==> src/rtl/boot_sequencer.sv <==
// Boot sequencer: releases NUM_STAGES reset domains one at a time, each followed by an ack wait and a guard gap.
// Optional ack timeout is enabled by defining BOOT_SEQ_ACK_TIMEOUT_EN.
module boot_sequencer #(
  parameter int unsigned NUM_STAGES  = 4,
  parameter int unsigned GAP_CYCLES  = 8,
  parameter int unsigned ACK_TIMEOUT = 256,
  localparam int unsigned IW = (NUM_STAGES > 1) ? $clog2(NUM_STAGES) : 1
) (
  input  logic                  clk_i,
  input  logic                  srst_i,
  input  logic                  enable_i,
  input  logic [NUM_STAGES-1:0] stage_ack_i,
  output logic [NUM_STAGES-1:0] stage_rst_no,
  output logic [IW-1:0]         stage_idx_o,
  output logic                  busy_o,
  output logic                  done_o,
  output logic                  error_o
);

  localparam int unsigned GW = (GAP_CYCLES > 0) ? $clog2(GAP_CYCLES + 1) : 1;
  localparam logic [GW-1:0] GAP_LAST = GW'((GAP_CYCLES == 0) ? 0 : GAP_CYCLES - 1);
  localparam logic [IW-1:0] LAST_IDX = IW'(NUM_STAGES - 1);

  typedef enum logic [2:0] {
    S_IDLE,
    S_RELEASE,
    S_WAIT_ACK,
    S_GAP,
    S_DONE,
    S_ERROR
  } state_e;

  state_e                state_q, state_d;
  logic [IW-1:0]         idx_q, idx_d;
  logic [NUM_STAGES-1:0] rst_n_q, rst_n_d;
  logic [GW-1:0]         gap_q, gap_d;
  logic                  busy_q, busy_d;
  logic                  done_q, done_d;
  logic                  gap_exit;

`ifdef BOOT_SEQ_ACK_TIMEOUT_EN
  localparam int unsigned TW = $clog2(ACK_TIMEOUT + 1);
  localparam logic [TW-1:0] TO_LAST = TW'(ACK_TIMEOUT - 1);
  logic [TW-1:0] to_q, to_d;
  logic          error_q, error_d;
`endif

  always_comb begin
    state_d  = state_q;
    idx_d    = idx_q;
    rst_n_d  = rst_n_q;
    gap_d    = gap_q;
    busy_d   = busy_q;
    done_d   = done_q;
    gap_exit = 1'b0;
`ifdef BOOT_SEQ_ACK_TIMEOUT_EN
    to_d     = to_q;
    error_d  = error_q;
`endif
    if (!enable_i) begin
      // Abort: every domain goes back into reset together.
      state_d = S_IDLE;
      idx_d   = '0;
      rst_n_d = '0;
      gap_d   = '0;
      busy_d  = 1'b0;
      done_d  = 1'b0;
`ifdef BOOT_SEQ_ACK_TIMEOUT_EN
      to_d    = '0;
      error_d = 1'b0;
`endif
    end else begin
      case (state_q)
        S_IDLE: state_d = S_RELEASE;
        S_RELEASE: begin
          rst_n_d[idx_q] = 1'b1;
          busy_d         = 1'b1;
          state_d        = S_WAIT_ACK;
`ifdef BOOT_SEQ_ACK_TIMEOUT_EN
          to_d           = '0;
`endif
        end
        S_WAIT_ACK: begin
          if (stage_ack_i[idx_q]) begin
            gap_d = '0;
            if (GAP_CYCLES == 0) gap_exit = 1'b1;
            else                 state_d  = S_GAP;
          end
`ifdef BOOT_SEQ_ACK_TIMEOUT_EN
          else if (to_q == TO_LAST) begin
            state_d = S_ERROR;
            rst_n_d = '0;
            busy_d  = 1'b0;
            error_d = 1'b1;
          end else begin
            to_d = to_q + 1'b1;
          end
`endif
        end
        S_GAP: begin
          if (gap_q == GAP_LAST) gap_exit = 1'b1;
          else                   gap_d    = gap_q + 1'b1;
        end
        default: ;
      endcase

      if (gap_exit) begin
        if (idx_q == LAST_IDX) begin
          state_d = S_DONE;
          rst_n_d = '1;
          busy_d  = 1'b0;
          done_d  = 1'b1;
        end else begin
          idx_d   = idx_q + 1'b1;
          state_d = S_RELEASE;
        end
      end
    end
  end

  always_ff @(posedge clk_i) begin
    if (srst_i) begin
      state_q <= S_IDLE;
      idx_q   <= '0;
      rst_n_q <= '0;
      gap_q   <= '0;
      busy_q  <= 1'b0;
      done_q  <= 1'b0;
    end else begin
      state_q <= state_d;
      idx_q   <= idx_d;
      rst_n_q <= rst_n_d;
      gap_q   <= gap_d;
      busy_q  <= busy_d;
      done_q  <= done_d;
    end
  end

`ifdef BOOT_SEQ_ACK_TIMEOUT_EN
  always_ff @(posedge clk_i) begin
    if (srst_i) begin
      to_q    <= '0;
      error_q <= 1'b0;
    end else begin
      to_q    <= to_d;
      error_q <= error_d;
    end
  end

  assign error_o = error_q;
`else
  assign error_o = 1'b0;
`endif

  assign stage_rst_no = rst_n_q;
  assign stage_idx_o  = idx_q;
  assign busy_o       = busy_q;
  assign done_o       = done_q;

endmodule

==> config.mk <==
export PLATFORM = sky130hd
export DESIGN_NAME = boot_sequencer
export DESIGN_NICKNAME = d
export VERILOG_FILES = /design/src/rtl/boot_sequencer.sv
export SDC_FILE = /design/constraint.sdc
export NUM_CORES = 1
export LEC_CHECK = 0
export BUFFER_PORTS_ARGS = -buffer_cell sky130_fd_sc_hd__clkbuf_2
export CAP_MARGIN = 10
export CORE_MARGIN = 4
export CORE_UTILIZATION = 51
export CTS_CLUSTER_SIZE = 20
export DETAILED_ROUTE_END_ITERATION = 7
export GPL_ROUTABILITY_DRIVEN = 0
export PLACE_DENSITY = 0.75
export SETUP_SLACK_MARGIN = 0.3
export SYNTH_ARGS = -nofsm -noshare
export SYNTH_HDL_FRONTEND = slang
export SYNTH_SLANG_ARGS = --single-unit
==> constraint.sdc <==
create_clock -name clk_i -period 1.9 [get_ports clk_i]
set_input_delay 0.38 -clock clk_i [delete_from_list [all_inputs] [get_ports clk_i]]
set_output_delay 0.38 -clock clk_i [all_outputs]
set_load 0.03 [all_outputs]
* Word-level counts from Yosys, hierarchy flattened
Cells that the tools add are included.
W data, S select, Z words.
** Word-level totals
- Register bits after elaboration :: 15
- Input bits :: 7
- Output and inout port bits :: 9
- Word-level logic and storage cells :: 50
** Operators by class
- Add/subtract/negate cells :: 2
- Order comparisons :: 2
- Eq/ne operators :: 8
- Muxes and demuxes :: 20
- Bitwise gates (word level) :: 3
- Reduce and logical (&&, ||, !) cells :: 9
** Operator list (number)
- $mux W4 :: 5
- $mux W3 :: 3
- $pmux W3 S3 :: 1
- $mux W1 :: 8
- $pmux W4 S2 :: 1
- $eq A3 B2 Y1 const B :: 2
- $reduce_and A2 Y1 :: 3
- $add A4 B1 Y4 const B :: 1
- $eq A4 B3 Y1 const B :: 1
- $ne A2 B2 Y1 const B :: 2
- $or A4 B4 Y4 :: 1
- $reduce_bool A4 Y1 :: 1
- $eq A3 B1 Y1 const B :: 1
- $logic_not A3 Y1 :: 1
- $lt A2 B3 Y1 const B :: 1
- $ne A3 B3 Y1 const B :: 1
- $reduce_and A3 Y1 :: 1
- $add A2 B1 Y2 const B :: 1
- $bmux W1 S2 :: 1
- $demux W1 S2 :: 1
- $eq A2 B2 Y1 const B :: 1
- $ge A2 B1 Y1 const B :: 1
- $not A1 Y1 :: 2
- $reduce_bool A2 Y1 :: 1
- other kinds (2) :: 2

* Depth between registers and ports, before layout
Gate-level depths: netlist (run 1).
- Depth after elaboration :: 8
- Depth in mapped cells :: 6
- Depth with buffers taken out :: 5

* Worst setup path before layout (run 1)
OpenSTA, ideal clock, no wires.
- Path kind :: flip-flop to flip-flop
- Start point :: register idx_q[0], in the netlist stage_idx_o[0]
- End point :: register state_q[0]
- Setup time :: 0.127 ns
- Data arrival time :: 1.551 ns
- Data required time :: 1.773 ns
- Slack :: 0.222 ns
- Stages on the path, launching flop included :: 7
- Buffers on the path :: 1
- Period minus slack after synthesis :: 1.678 ns
- Cells stage by stage :: dfxtp_1 -> ha_1 -> inv_1 -> or3_1 -> buf_2 -> o2111ai_1 -> o41ai_1
** Between the ends
- Word-level cells in the longest chain between the ends :: 4
- Elaborated cells between the ends (all ways) :: 7
- Classes of those cells :: 2 x eq/ne; 4 x mux; 1 x reduce/logical
** Ends and longest elaborated chain
- start: declaration :: RTL line 34 : logic [IW-1:0] idx_q, idx_d;
- start signal: assignment :: RTL line 131 : idx_q <= idx_d;
- $bmux W1 S2 :: RTL line 84 : if (stage_ack_i[idx_q]) begin
- $mux W1 (implied by the code) :: RTL line 84
- $ne A3 B3 Y1 (no source line)
- $reduce_and A2 Y1 (no source line)
- end signal: assignment :: RTL line 130 : state_q <= state_d;
- end: declaration :: RTL line 33 : state_e state_q, state_d;
Parallel ways exist; a longest one is shown, timed or not. The select of a mux whose other input is x is not followed.
A chain may end at the register's enable or synchronous reset.

* Worst setup path in the final report (run 1)
- Start point :: register gap_q[1]
- End point :: register state_q[0]
** Between the ends
- Word-level cells in the longest chain between the ends :: 6
- Elaborated cells between the ends (all ways) :: 8
- Classes of those cells :: 2 x eq/ne; 4 x mux; 2 x reduce/logical
** Ends and longest elaborated chain
- start: declaration :: RTL line 36 : logic [GW-1:0] gap_q, gap_d;
- start signal: assignment :: RTL line 133 : gap_q <= gap_d;
- $eq A4 B3 Y1 * :: RTL line 101 : if (gap_q == GAP_LAST) gap_exit = 1'b1;
- $mux W1 * :: RTL line 101
- $mux W1 * :: RTL line 73 : case (state_q)
- $mux W1 * :: RTL line 60 : if (!enable_i) begin
- $ne A3 B3 Y1 (no source line) / $reduce_bool A4 Y1 (equally long branches)
- $reduce_and A2 Y1 (no source line)
Every way passes the cells marked *; elsewhere a longest branch is shown, timed or not. The select of a mux whose other input is x is not followed.

==> results of run 1 <==
sequential cells by signal, summed over array words and instances (netlist names):
register	flops
state_q	3
stage_rst_no	4
done_o	1
stage_idx_o	2
gap_q	4
busy_o	1
layer usage:
layer  GRT usage, %  up-vias  wire length [um]
met5              0        -                 0
met4          8.523        0                20
met3          2.767        4                54
met2          24.73       10               689
met1          20.05      282               686
li1               -      315                 -
final cells by class:
cell class                 instances  area (um^2)  share of cell area (%)
inverter                           7        26.28                   3.111
sequential                        15        304.0                   36.00
clock buffer                       3        22.52                   2.667
multi-input combinational         55        382.9                   45.33
timing repair buffer              16        85.08                   10.07
clock inverter                     1        5.005                  0.5926
tap                               15        18.77                   2.222
tightest hold or removal path, delay by kind of cell, from the launching register on:
| kind | cells | cell delay (ns) |
|---|---|---|
| AOI/OAI and AO/OA | 1 | 0.05 |
| buffers and inverters | 1 | 0.04 |
| DFF | 1 | 0.32 |
report_power, final:
group | internal, uW | total, uW | switching, uW
Combinational | 14.6 | 37.6 | 23.0
Sequential | 318 | 323 | 4.96
Clock | 78.3 | 188 | 110
Total | 411 | 549 | 138
final timing paths:
| kind | from | end | slack, ns | depth (start not counted) |
|---|---|---|---|---|
| worst max-delay path | gap_q[1]$_SDFFE_PP0P_ | state_q[0]$_SDFFE_PP0P_ | 0.43 | 5 |
| worst min-delay path | done_o$_SDFFE_PP0P_ | done_o$_SDFFE_PP0P_ | 0.45 | 2 |
| worst min register to register | done_o$_SDFFE_PP0P_ | done_o$_SDFFE_PP0P_ | 0.45 | 2 |
| worst max register to register | gap_q[1]$_SDFFE_PP0P_ | state_q[0]$_SDFFE_PP0P_ | 0.43 | 5 |
cells in the mapped netlist (all sizes together):
cell type | n | share of area [%]
dfxtp | 15 | 41
a21oi | 13 | 9.4
inv | 7 | 3.6
ha | 5 | 8.5
nand2 | 4 | 2.0
nand3 | 4 | 2.7
nor2 | 4 | 2.0
and3 | 3 | 2.7
buf | 3 | 3.2
clkbuf | 2 | 1.0
mux2i | 2 | 2.7
nand2b | 2 | 1.7
nand3b | 2 | 2.0
nor3 | 2 | 1.4
o21ai | 2 | 1.4
a211oi | 1 | 1.7
conb | 1 | 0.51
mux4 | 1 | 3.1
nand4 | 1 | 0.85
nor2b | 1 | 0.85
o2111ai | 1 | 1.2
o21a | 1 | 1.0
o311ai | 1 | 1.2
o32ai | 1 | 1.2
o41ai | 1 | 1.2
or3 | 1 | 0.85
xnor2 | 1 | 1.2
kinds of logic after synthesis:
kind of cell,synth area share (%)
mux,5.782
buf+inv,7.824
compound gates,18.20
flops,40.82
xor+xnor,1.191
simple gates,17.18
other cells,0.5097
fa+ha+maj,8.503
repair_timing:
action,in CTS,in global routing
buffers inserted,0,1
setup endpoints to repair,0,3
resized for setup,0,2
stage by stage:
| step | total power [uW] | cells | hold slack (ns) | utilization [%] |
|---|---|---|---|---|
| finish | 548.6 | 112 | 0.4477 | 63.32 |
| global route | 565.8 | 112 | 0.4762 | 63.32 |
| CTS | 547.7 | 111 | 0.4511 | 62.29 |
| detailed placement | 367.2 | 107 | 0.4379 | 60.23 |
| global placement | 366.8 | 107 | 0.4379 | 60.23 |
| floorplan | 358.5 | 82 | 0.4472 | - |
cell usage in the layout (no fill, tap or decap), drive strengths merged:
master / Yosys / layout
clkbuf: 2 / 17
dfxtp: 15 / 15
ha: 5 / 5
nand4: 1 / 1
or3: 1 / 1
nand3b: 2 / 2
and3: 3 / 3
o41ai: 1 / 1
xnor2: 1 / 1
nor2b: 1 / 1
nor3: 2 / 2
nand3: 4 / 4
conb: 1 / 1
o32ai: 1 / 1
mux2i: 2 / 2
o2111ai: 1 / 1
a211oi: 1 / 1
nand2b: 2 / 2
mux4: 1 / 1
inv: 7 / 7
clkinv: 0 / 1
o21a: 1 / 1
buf: 3 / 2
nand2: 4 / 4
a21oi: 13 / 13
nor2: 4 / 4
o311ai: 1 / 1
o21ai: 2 / 2
==> results.md, run 1 <==
- **result of the run** completed
- **Initial Utilization** 55.16%
- **total wire length after detailed routing** 1.449 mm
- **Distinct cells, synth** 31
- **post-synthesis net count** 94
- **post-DP HPWL** 1.065 mm
- **Max Clock Freq** 0.6803 GHz
- **total negative slack for setup checks** 0 ns
- **post-synthesis area per instance** 8.972 um^2
- **Die H** 45.98 um
- **CTS Hold Bufs** 0
- **total of endpoints with negative setup slack in the final report** 0
- **power per cell area** 649.6 nW/um^2
- **DR WL/cell** 12.94 um
- **required time reported for the critical path endpoint** 2.07 ns
- **Worst-Skew Late Latency** 0.29 ns
- **Yosys Warn Count** 0
- **length of the first detailed-routing pass in iterations** 4
- **via count of the first global-routing pass** 574
- **die area** 2114 um^2
- **pre-CTS WS** 0.3822 ns
- **final cell area excluding filler cells** 844.6 um^2
- **violation count after the first detailed-route iteration** 7
- **count of pins on the block boundary** 16
- **first-pass GRT wire length** 2.373 mm
- **largest net degree at the start of global routing** 12
- **number of diodes** 0
- **Final min period** 1.470 ns
- **share of the clock period used by the worst path** 77.37%
- **H-Tree Depth** 1
- **Post-DP Area** 803.3 um^2
- **Clock Skews** 0.007463 ns
- **peak supply drop** 0.3703 mV
- **count of buffering cells on the critical path with inverters included** 0
- **#FFs+latches synth** 15
- **LEAKAGE** 0.0003273 uW
- **die outline width** 45.98 um
- **Worst Setup Path Type** flip-flop to flip-flop
- **Num Clock Sinks** 15
- **number of vias per cell after detailed routing** 5.455
- **clock tree from TritonCTS** built
- **CTS clock-pin slew for the worst setup and hold paths** 0.10 ns
- **number of buffers added by the clock tree synthesis step** 3
- **num rows** 13
- **antenna violation net count after detailed routing** 0
- **total number of vias** 611
- **DRC violations left** 0
- **unrepaired setup endpoints after global routing** no
- **layout overhead on the synthesized area** 14.80%
- **global-route usage over all layers** 15.72%
- **arrival time of data at the critical path endpoint** 1.64 ns
- **delay of the slowest critical-path stage** 0.41 ns
- **Mapped Cells** 82
- **family with the most delay on the worst path** simple AND/OR/NAND/NOR gates
- **leftover overflow at the end of global routing** 0
- **startpoint type of the worst setup path** flip-flop
- **Max stage delay cell, worst path** sky130_fd_sc_hd__or3_4
- **share of the yosys chip area belonging to registers** 40.82%
- **filler cell count in the final layout** 119
- **antenna violations before repair** 0
- **Max-cap violations** 0
- **Layout Nets** 110
- **root cell of the clock tree** sky130_fd_sc_hd__clkbuf_4
- **final worst setup slack** 0.4300 ns
- **maximum clock insertion buffer count** 2
- **critical path capture point type** flip-flop
- **ordered list of cells on the worst path** ha_1, nand3b_1, or3_4, o2111ai_1, o41ai_1
- **Worst Path Max Fanout** 6
- **total of buffers placed on input and output ports** 14
- **Synth Cell Area** 735.7 um^2
- **number of failing hold endpoints at the final stage** 0
- **path type of the worst min-delay path** flip-flop to flip-flop
- **share of final-layout standard cells stronger than drive strength 1** 28.87%
- **max-slew violation count** 0
- **Placeable Area** 1334 um^2
Power figures use the tool's default switching activity.
==> inputs of run 2 (changes only) <==
CORE_UTILIZATION = 46   (was 51)
PLACE_DENSITY = 0.71   (was 0.75)
clock period = 1.3 ns   (was 1.9 ns; I/O delays follow)
==> results.md, run 2 (synthesis results as in run 1) <==
- **result of the run** finished with violations
- **failing checks** negative setup slack
- **hold_ws** 0.3320 ns, -0.1157 ns
- **register area** 319.1 um^2, +4.9%
- **Worst-Skew Late Latency** 0.31 ns, +0.02 ns
- **DR WL/cell** 20.42 um, +58%
- **clock tree from TritonCTS** built
- **Layout Nets** 132, +20%
- **Clock Skews** 0.007639 ns, +0.0001763 ns
- **DRC violations left** 0, unchanged
- **global-route usage over all layers** 23.73%, +8.0 points
- **total wire length after detailed routing** 2.757 mm, +90%
- **total design power** 863.9 uW, +57%
- **area of combinational cells with multiple inputs** 485.5 um^2, +27%
- **required time reported for the critical path endpoint** 1.54 ns, -0.53 ns
- **startpoint type of the worst setup path** flip-flop
- **leftover overflow at the end of global routing** 0, unchanged
- **number of failing hold endpoints at the final stage** 0, unchanged
- **number of buffers added by the clock tree synthesis step** 3, unchanged
- **max-slew violation count** 0, unchanged
- **H-Tree Depth** 1, unchanged
- **Placeable Area** 1506 um^2, +13%
- **number of cells after detailed placement** 124, +16%
- **Worst Setup Path Type** flip-flop to flip-flop
- **CTS Hold Bufs** 0, unchanged
- **Initial Utilization** 48.84%, -6.3 points
- **maximum clock insertion buffer count** 2, unchanged
- **antenna violations before repair** 0, unchanged
- **layout overhead on the synthesized area** 67.86%
- **filler cell count in the final layout** 77, -35%
- **Worst Path Max Fanout** 3, -3
- **power per cell area** 699.5 nW/um^2, +7.7%
- **peak supply drop** 0.6442 mV, +74%
- **arrival time of data at the critical path endpoint** 1.65 ns, about the same
- **Die H** 47.99 um, +4.4%
- **Post-DP Area** 945.9 um^2, +18%
- **final cell area excluding filler cells** 1235 um^2, +46%
- **root cell of the clock tree** sky130_fd_sc_hd__clkbuf_4
- **antenna violation net count after detailed routing** 0, unchanged
- **Num Clock Sinks** 15, unchanged
- **Max Clock Freq** 0.7094 GHz, +4.3%
- **Final min period** 1.410 ns, -0.06029 ns
- **critical path capture point type** flip-flop
- **unrepaired setup endpoints after global routing** yes
- **largest net degree at the start of global routing** 10, -2
- **pre-CTS WS** -0.09971 ns, -0.4819 ns
- **via count of the first global-routing pass** 842, +47%
- **most common cell after layout, fill and taps aside** sky130_fd_sc_hd__buf_4
- **total of buffers placed on input and output ports** 14, unchanged
- **num rows** 14, +1
- **Max-cap violations** 0, unchanged
- **first-pass GRT wire length** 3.705 mm, +56%
- **count of pins on the block boundary** 16, unchanged
- **number of diodes** 0, unchanged
- **path type of the worst min-delay path** input pin to flip-flop
- **share of final-layout standard cells stronger than drive strength 1** 59.66%, +31 points
- **die outline width** 47.99 um, +4.4%
- **final worst setup slack** -0.1097 ns, -0.5397 ns
- **share of the clock period used by the worst path** 108.4%, +31 points
- **post-DP HPWL** 1.318 mm, +24%
- **number of vias per cell after detailed routing** 5.911, +8.4%
- **violation count after the first detailed-route iteration** 30, +23
- **most frequent cells in the layout** sky130_fd_sc_hd__buf_4, sky130_fd_sc_hd__dfxtp_2, sky130_fd_sc_hd__buf_8
- **final cell count without fillers** 135, +21%
- **total number of vias** 798, +31%
- **length of the first detailed-routing pass in iterations** 4, unchanged
- **LEAKAGE** 0.0004782 uW, +46%
- **die area** 2303 um^2, +8.9%
- **total of endpoints with negative setup slack in the final report** 14, +14
- **CTS clock-pin slew for the worst setup and hold paths** 0.11 ns, about the same
## run 2: cell count changes in the layout (fill, tap and decap cells not counted), moves of 3 or more
cell                       delta
sky130_fd_sc_hd__buf_6        +5
sky130_fd_sc_hd__buf_8        +9
sky130_fd_sc_hd__a21oi_1      -5
sky130_fd_sc_hd__clkbuf_2     -8
sky130_fd_sc_hd__dfxtp_1      -8
sky130_fd_sc_hd__buf_4       +16
sky130_fd_sc_hd__dfxtp_2      +6
sky130_fd_sc_hd__a21oi_4      +3
## run 2: layout make-up
| type | instances | area share, % |
|---|---|---|
| Timing Repair Buffer | 38 | 28.88 |
| Sequential cell | 15 | 25.84 |
| Multi-Input combinational cell | 55 | 39.31 |
| Clock inverter | 1 | 0.4053 |
| Clock buffer | 3 | 1.824 |
| Tap cell | 16 | 1.621 |
| Inverter | 7 | 2.128 |
## run 2: critical path, stage by stage, from the launching register on
cell                       delay [ns]
sky130_fd_sc_hd__dfxtp_4         0.40
sky130_fd_sc_hd__mux4_2          0.56
sky130_fd_sc_hd__nand2b_4        0.11
sky130_fd_sc_hd__a21oi_4         0.07
sky130_fd_sc_hd__a211oi_2        0.20
## run 2: worst paths after layout
kind	from	to	slack, ns	depth (start not counted)
min	srst_i	state_q[0]$_SDFFE_PP0P_	0.33	4
min reg2reg	stage_rst_no[3]$_SDFF_PP0_	stage_rst_no[3]$_SDFF_PP0_	0.49	2
max	stage_idx_o[0]$_SDFFE_PP0P_	gap_q[2]$_SDFFE_PP0P_	-0.11	4
max reg2reg	stage_idx_o[0]$_SDFFE_PP0P_	gap_q[2]$_SDFFE_PP0P_	-0.11	4
## run 2: report_power, final
group          internal, uW  total (uW)  switching, uW
registers               461         465           4.36
clock network           115         306            190
logic                  39.6        93.0           53.3
total                   616         864            248
## run 2: metrics by stage
stage          setup TNS, ns  utilization, %
2_1_floorplan        -0.2078               -
3_3_place_gp        -0.08219           62.79
3_5_place_dp         -0.3527           62.79
4_1_cts              -0.5842           74.83
5_1_grt               -1.475           81.98
6_report             -0.9285           81.98
## run 2: metal layers
| metal | up-vias | part of all wire, % | track usage [%] |
|---|---|---|---|
| met5 | - | 0 | 0 |
| met4 | 0 | 3.3 | 11.83 |
| met3 | 11 | 4.6 | 3.008 |
| met2 | 32 | 54 | 46.97 |
| met1 | 391 | 38 | 23.42 |
| li1 | 364 | - | - |
## run 2: repair_timing
item	CTS	global route
endpoints found under the setup margin	23	23
pin swaps	3	6
setup buffers	3	4
resized for setup	32	24
